==> src/rtl/alu_pkg.sv <==
// Shared constants for the ALU front end: opcodes, FSM state encodings and button indices.
package alu_pkg;

  localparam logic [5:0] ADD = 6'b100000;
  localparam logic [5:0] SUB = 6'b100010;
  localparam logic [5:0] AND = 6'b100100;
  localparam logic [5:0] OR  = 6'b100101;
  localparam logic [5:0] XOR = 6'b100110;
  localparam logic [5:0] NOR = 6'b100111;
  localparam logic [5:0] SRA = 6'b000011;
  localparam logic [5:0] SRL = 6'b000010;

  localparam logic [2:0] S_A    = 3'd0;
  localparam logic [2:0] S_B    = 3'd1;
  localparam logic [2:0] S_OP   = 3'd2;
  localparam logic [2:0] S_EXEC = 3'd3;
  localparam logic [2:0] S_RES  = 3'd4;

  localparam int BTN_ENTER = 0;
  localparam int BTN_BACK  = 1;
  localparam int BTN_CLEAR = 2;

  function automatic logic op_valid(input logic [5:0] op);
    case (op)
      ADD, SUB, AND, OR, XOR, NOR, SRA, SRL: op_valid = 1'b1;
      default:                               op_valid = 1'b0;
    endcase
  endfunction

endpackage

==> src/rtl/alu.sv <==
// Combinational signed ALU; unknown opcodes produce zero.
module alu
  import alu_pkg::*;
#(
  parameter int N_BITS_DATA = 8,
  parameter int N_BITS_OP   = 6
) (
  input  logic signed [N_BITS_DATA-1:0] i_a,
  input  logic signed [N_BITS_DATA-1:0] i_b,
  input  logic        [N_BITS_OP-1:0]   i_op,
  output logic signed [N_BITS_DATA-1:0] o_res
);

  always_comb begin
    o_res = '0;
    case (6'(i_op))
      ADD: o_res = i_a + i_b;
      SUB: o_res = i_a - i_b;
      AND: o_res = i_a & i_b;
      OR:  o_res = i_a | i_b;
      XOR: o_res = i_a ^ i_b;
      NOR: o_res = ~(i_a | i_b);
      SRA: o_res = i_a >>> $unsigned(i_b);
      SRL: o_res = $signed($unsigned(i_a) >> $unsigned(i_b));
      default: o_res = '0;
    endcase
  end

endmodule

==> src/rtl/button_conditioner.sv <==
// Per-button 2-FF synchroniser, optional debounce (DEBOUNCE_EN) and rising-edge pulse.
module button_conditioner #(
  parameter int DEBOUNCE_CYCLES = 1_000_000
) (
  input  logic i_clock,
  input  logic i_reset,
  input  logic i_btn,
  output logic o_pulse
);

  logic sync1_q, sync2_q, prev_q, pulse_q;
  logic prev_d, pulse_d;
  logic lvl;

`ifdef DEBOUNCE_EN
  localparam int CW = $clog2(DEBOUNCE_CYCLES + 1);
  logic [CW-1:0] cnt_q, cnt_d;
  logic          db_q, db_d;

  // Level only follows the input after DEBOUNCE_CYCLES samples that disagree with it in a row.
  always_comb begin
    cnt_d = cnt_q;
    db_d  = db_q;
    if (sync2_q == db_q) begin
      cnt_d = '0;
    end else if (cnt_q == CW'(DEBOUNCE_CYCLES - 1)) begin
      cnt_d = '0;
      db_d  = sync2_q;
    end else begin
      cnt_d = cnt_q + 1'b1;
    end
  end

  always_ff @(posedge i_clock) begin
    if (!i_reset) begin
      cnt_q <= '0;
      db_q  <= 1'b0;
    end else begin
      cnt_q <= cnt_d;
      db_q  <= db_d;
    end
  end

  assign lvl = db_q;
`else
  assign lvl = sync2_q;
`endif

  always_comb begin
    prev_d  = lvl;
    pulse_d = lvl & ~prev_q;
  end

  always_ff @(posedge i_clock) begin
    if (!i_reset) begin
      sync1_q <= 1'b0;
      sync2_q <= 1'b0;
      prev_q  <= 1'b0;
      pulse_q <= 1'b0;
    end else begin
      sync1_q <= i_btn;
      sync2_q <= sync1_q;
      prev_q  <= prev_d;
      pulse_q <= pulse_d;
    end
  end

  assign o_pulse = pulse_q;

endmodule

==> src/rtl/alu_seq_controller.sv <==
// Sequenced operand-entry front end for alu: enter/back/clear buttons drive A -> B -> op -> result.
// Build option: DEBOUNCE_EN adds per-button debounce inside button_conditioner.
module alu_seq_controller
  import alu_pkg::*;
#(
  parameter int N_BITS_DATA     = 8,
  parameter int N_BITS_OP       = 6,
  parameter int N_PULSADORES    = 3,
  parameter int DEBOUNCE_CYCLES = 1_000_000
) (
  input  logic                          i_clock,
  input  logic                          i_reset,
  input  logic signed [N_BITS_DATA-1:0] i_switches,
  input  logic        [N_PULSADORES-1:0] i_pulsadores,
  output logic signed [N_BITS_DATA-1:0] o_resultado,
  output logic                          o_valid,
  output logic                          o_zero,
  output logic                          o_error,
  output logic        [2:0]             o_state
);

  logic [N_PULSADORES-1:0] pulse;

  for (genvar i = 0; i < N_PULSADORES; i++) begin : g_btn
    button_conditioner #(.DEBOUNCE_CYCLES(DEBOUNCE_CYCLES)) u_btn (
      .i_clock (i_clock),
      .i_reset (i_reset),
      .i_btn   (i_pulsadores[i]),
      .o_pulse (pulse[i])
    );
  end

  logic [2:0]                    state_q, state_d;
  logic signed [N_BITS_DATA-1:0] a_q, a_d, b_q, b_d, res_q, res_d, alu_res;
  logic [N_BITS_OP-1:0]          op_q, op_d;
  logic                          valid_q, valid_d, zero_q, zero_d, err_q, err_d;

  alu #(.N_BITS_DATA(N_BITS_DATA), .N_BITS_OP(N_BITS_OP)) u_alu (
    .i_a   (a_q),
    .i_b   (b_q),
    .i_op  (op_q),
    .o_res (alu_res)
  );

  always_comb begin
    state_d = state_q;
    a_d     = a_q;
    b_d     = b_q;
    op_d    = op_q;
    res_d   = res_q;
    valid_d = valid_q;
    zero_d  = zero_q;
    err_d   = err_q;
    // S_EXEC ignores buttons entirely; otherwise clear > back > enter.
    if (state_q == S_EXEC) begin
      res_d   = alu_res;
      zero_d  = (alu_res == '0);
      err_d   = !op_valid(6'(op_q));
      valid_d = 1'b1;
      state_d = S_RES;
    end else if (pulse[BTN_CLEAR]) begin
      state_d = S_A;
      a_d     = '0;
      b_d     = '0;
      op_d    = '0;
      valid_d = 1'b0;
      err_d   = 1'b0;
    end else if (pulse[BTN_BACK]) begin
      case (state_q)
        S_B:     state_d = S_A;
        S_OP:    state_d = S_B;
        S_RES: begin
          state_d = S_OP;
          valid_d = 1'b0;
        end
        default: state_d = state_q;
      endcase
    end else if (pulse[BTN_ENTER]) begin
      case (state_q)
        S_A: begin
          a_d     = i_switches;
          state_d = S_B;
        end
        S_B: begin
          b_d     = i_switches;
          state_d = S_OP;
        end
        S_OP: begin
          op_d    = i_switches[N_BITS_OP-1:0];
          state_d = S_EXEC;
        end
        S_RES: begin
          valid_d = 1'b0;
          state_d = S_A;
        end
        default: state_d = S_A;
      endcase
    end
  end

  always_ff @(posedge i_clock) begin
    if (!i_reset) begin
      state_q <= S_A;
      a_q     <= '0;
      b_q     <= '0;
      op_q    <= '0;
      res_q   <= '0;
      valid_q <= 1'b0;
      zero_q  <= 1'b0;
      err_q   <= 1'b0;
    end else begin
      state_q <= state_d;
      a_q     <= a_d;
      b_q     <= b_d;
      op_q    <= op_d;
      res_q   <= res_d;
      valid_q <= valid_d;
      zero_q  <= zero_d;
      err_q   <= err_d;
    end
  end

  assign o_resultado = res_q;
  assign o_valid     = valid_q;
  assign o_zero      = zero_q;
  assign o_error     = err_q;
  assign o_state     = state_q;

endmodule

==> config.mk <==
export PLATFORM = sky130hd
export DESIGN_NAME = alu_seq_controller
export DESIGN_NICKNAME = d
export VERILOG_FILES = /design/src/rtl/alu_pkg.sv /design/src/rtl/alu.sv /design/src/rtl/button_conditioner.sv /design/src/rtl/alu_seq_controller.sv
export SDC_FILE = /design/constraint.sdc
export NUM_CORES = 1
export LEC_CHECK = 0
export BUFFER_PORTS_ARGS = -buffer_cell sky130_fd_sc_hd__buf_2
export CORE_ASPECT_RATIO = 0.8
export CORE_MARGIN = 4
export CORE_UTILIZATION = 50
export DETAILED_ROUTE_END_ITERATION = 8
export HOLD_SLACK_MARGIN = 0.03
export PLACE_DENSITY = 0.68
export SETUP_SLACK_MARGIN = 0.4
export SLEW_MARGIN = 10
export SYNTH_ARGS = -nofsm -noshare
export SYNTH_HDL_FRONTEND = slang
export SYNTH_SLANG_ARGS = --single-unit
export TNS_END_PERCENT = 100
==> constraint.sdc <==
create_clock -name i_clock -period 3.95 [get_ports i_clock]
set_input_delay 0.1975 -clock i_clock [delete_from_list [all_inputs] [get_ports i_clock]]
set_output_delay 0.1975 -clock i_clock [all_outputs]
set_load 0.05 [all_outputs]
==> results.toml <==
[die]
die_height_um = 82.04
die_w_um = 100.5
start_util = 0.5265
core_area_mm2 = 0.006506
rows = 26
ioPinCount = 27
die-area_mm2 = 0.008248

[global_routing]
grt_pass1_vias = 2757
grt_max_degree = 31
gr-total-overflow = 0
grt_use_total = 0.2291
grt_pass1_wl_um = 14730
antenna_found_initial = 0

[placed_design]
hpwl_um = 6779
dpl_cell_area_mm2 = 0.003596
gp_congestion = 0.9742
dp_cells = 500
portBuffers = 26

[min_path]
hold_class = "in2reg"
holdPathStages = 2

[synthesis]
yosys_warnings = 0
synth_flop_cell = "dfxtp_1"
yosysSeqAreaShare = 0.2805
syn-num-nets = 445
synth.distinct_cells = 67
async_flop_share = 0
syn_area_per_cell_um2 = 8.417
synth_area_mm2 = 0.003426
synth_cells = 407
synth_edf_count = 0
synth-seq-cells = 48

[cts]
ctsHoldBuffers = 0
clockRootBuffer = "clkbuf_8"
cts_max_path_buffers = 2
numCtsBuffers = 5
clk_latency_ns = 0.31
cts_sinks = 48
path_clk_slew_ns = 0.10
cts_max_level = 2
cts_tree = "built"

[pwr]
irDropWorstVdd_mv = 0.1759
clkPwrFrac = 0.306
power.density_mw_per_mm2 = 280.3
p_switching_mw = 0.3162
p_comb_frac = 0.197
p_seq_frac = 0.497
p_leak_nw = 1.554
internal_power_mw = 0.7261
netSwitchingFraction = 0.3033

[timing]
worstMarginPinSlew_ns = 1.044
setup_viol = 0
period_minus_slack_ns = 3.226
finalCritPeriodShare = 0.8168
maxSlewHeadroom = 0.2990
rsz0062_at_grt = "no"
tns_ns = 0
hold_viol = 0
hold_ws_ns = 0.09091
maxSlewViolCount = 0
fin_skew_ns = 0.01151
max_freq_ghz = 0.3100

[routing]
vias = 3054
ant_nets = 0
dr.pass1.iters = 5
routedWlPerCell_um = 18.01
drtIter0Drc = 253
avgViaCountPerCell = 6.012
drt-total-wl_um = 9150
drc = 0

[worst_setup_path]
slowest_delay_ns = 0.49
ff2ff_path_depth = 12
worst-endpoint-arrival_ns = 3.47
slowest_stage = "fa_1"
cp_max_fo = 6
path_class = "reg2reg"
worstPathCellList = "or3b_4 > nor3_4 > nand2_1 > mux2i_1 > fa_1 > a211oi_2 > o21bai_1 > a21oi_1 > xor2_1 > o21ai_0 > nand4b_1 > o31ai_2"
worstPathRequired_ns = 4.19
critPathLaunchType = "flop"
cp-end-kind = "flop"

[final_layout]
antennaDiodeCount = 0
fillers = 617
design_area_mm2 = 0.003719
layout-drive-gt1-share = 0.1486
final_common_cell = "nor2_1"
num-nets-final = 462
area_growth_pct = 8.546
final_cell_mix = "nor2_1 (59), dfxtp_1 (48), mux2i_1 (28)"
fin_cells = 508

[run_status]
status = "complete, no violations"

[job]
drv_cap = 0
## logic make-up after synthesis
kind of cell / count (synthesis) / share of synthesized area
AND/OR/NAND/NOR: 143 / 0.2188
AO/OA/AOI/OAI: 95 / 0.1918
flip-flops: 48 / 0.2805
buffers and inverters: 42 / 0.05296
XOR/XNOR: 20 / 0.05113
adder cells (fa/ha/maj): 25 / 0.09350
multiplexers: 34 / 0.1114
## final cells by class
class | count | area [um^2] | area share
Timing Repair Buffer | 33 | 182.7 | 0.04913
Inverter | 19 | 71.32 | 0.01918
Sequential cell | 48 | 960.9 | 0.2584
Clock buffer | 6 | 82.58 | 0.02221
Tap cell | 84 | 105.1 | 0.02826
Clock inverter | 1 | 8.758 | 0.002355
Multi-Input combinational cell | 317 | 2307 | 0.6205
## flip-flops by register name (all words and copies together), names as in the netlist
| name | flops |
|---|---|
| o_error | 1 |
| g_btn.u_btn.lvl | 3 |
| b_q | 8 |
| a_q | 8 |
| op_q | 6 |
| o_valid | 1 |
| g_btn.u_btn.sync1_q | 3 |
| g_btn.u_btn.prev_q | 3 |
| o_resultado | 8 |
| o_state | 3 |
| o_zero | 1 |
| g_btn.u_btn.o_pulse | 3 |
## through the flow
stage          utilization  setup WS (ns)  total power, mW
2_1_floorplan            -         0.9716           0.6831
3_3_place_gp        0.5527         0.5873           0.7241
3_5_place_dp        0.5527         0.4749           0.7266
4_1_cts             0.5667         0.4319            1.041
5_1_grt             0.5715         0.4452            1.088
6_report            0.5715         0.7237            1.042
## final timing paths
kind	slack, ns	end	startpoint
worst max-delay path	0.72	o_zero$_SDFFE_PN0P_	op_q[5]$_SDFFE_PN0P_
worst min-delay path	0.09	g_btn[0].u_btn.sync1_q$_SDFF_PN0_	i_pulsadores[0]
worst max register to register	0.72	o_zero$_SDFFE_PN0P_	op_q[5]$_SDFFE_PN0P_
worst min register to register	0.38	g_btn[1].u_btn.o_pulse$_SDFF_PN0_	g_btn[1].u_btn.prev_q$_SDFF_PN0_
## critical path, delay by kind of cell, from the launching register on
family / cells / cell delay (ns)
compound gates: 5 / 0.84
xor+xnor: 1 / 0.15
fa+ha+maj: 1 / 0.49
flops: 1 / 0.41
mux: 1 / 0.18
simple gates: 4 / 1.06
## power groups by stage
| stage | clock network [mW] | registers, mW | logic [mW] |
|---|---|---|---|
| 2_1_floorplan | 0 | 0.520 | 0.163 |
| 3_3_place_gp | 0 | 0.528 | 0.196 |
| 3_5_place_dp | 0 | 0.529 | 0.198 |
| 4_1_cts | 0.325 | 0.517 | 0.199 |
| 5_1_grt | 0.339 | 0.520 | 0.229 |
| 6_report | 0.319 | 0.518 | 0.205 |
## Yosys cell counts (2+ instances only)
library cell | count | area share
mux2i_1 | 28 | 0.082
nor2_1 | 59 | 0.065
ha_1 | 24 | 0.088
o21ai_0 | 15 | 0.022
o211ai_1 | 4 | 0.0088
o21a_1 | 2 | 0.0044
xor2_1 | 5 | 0.013
dfxtp_1 | 48 | 0.28
a311oi_1 | 2 | 0.0051
mux4_2 | 3 | 0.020
o22ai_1 | 4 | 0.0073
inv_1 | 17 | 0.019
a211oi_1 | 13 | 0.028
buf_2 | 7 | 0.010
nor4_1 | 2 | 0.0037
buf_6 | 2 | 0.0066
nand2_1 | 22 | 0.024
o21ai_1 | 2 | 0.0029
a22o_1 | 2 | 0.0051
nor3b_1 | 2 | 0.0044
nand3_1 | 8 | 0.012
xnor2_1 | 15 | 0.038
nor4_4 | 2 | 0.012
mux2_2 | 3 | 0.0099
nor3_1 | 4 | 0.0058
and3_1 | 3 | 0.0055
a21o_1 | 2 | 0.0044
and2_1 | 11 | 0.020
o2111ai_1 | 2 | 0.0051
inv_2 | 2 | 0.0022
nor2b_1 | 16 | 0.029
a21oi_1 | 25 | 0.037
a31oi_1 | 5 | 0.0091
clkbuf_1 | 13 | 0.014
## routing by layer
layer,vias to the layer above,share of wire,wire length [um],track usage
li1,1486,-,-,-
met1,1454,0.51,4672,0.3440
met2,105,0.42,3848,0.3360
met3,9,0.058,531,0.04669
met4,0,0.011,99,0.04845
met5,-,0,0,0
## repair_timing
action | in CTS | in global routing
endpoints found under the setup margin | 0 | 5
hold endpoints to repair | 0 | 0
buffers inserted | 0 | 1
gates resized for setup | 0 | 5
No activity file was read; power rests on OpenSTA's default activity.
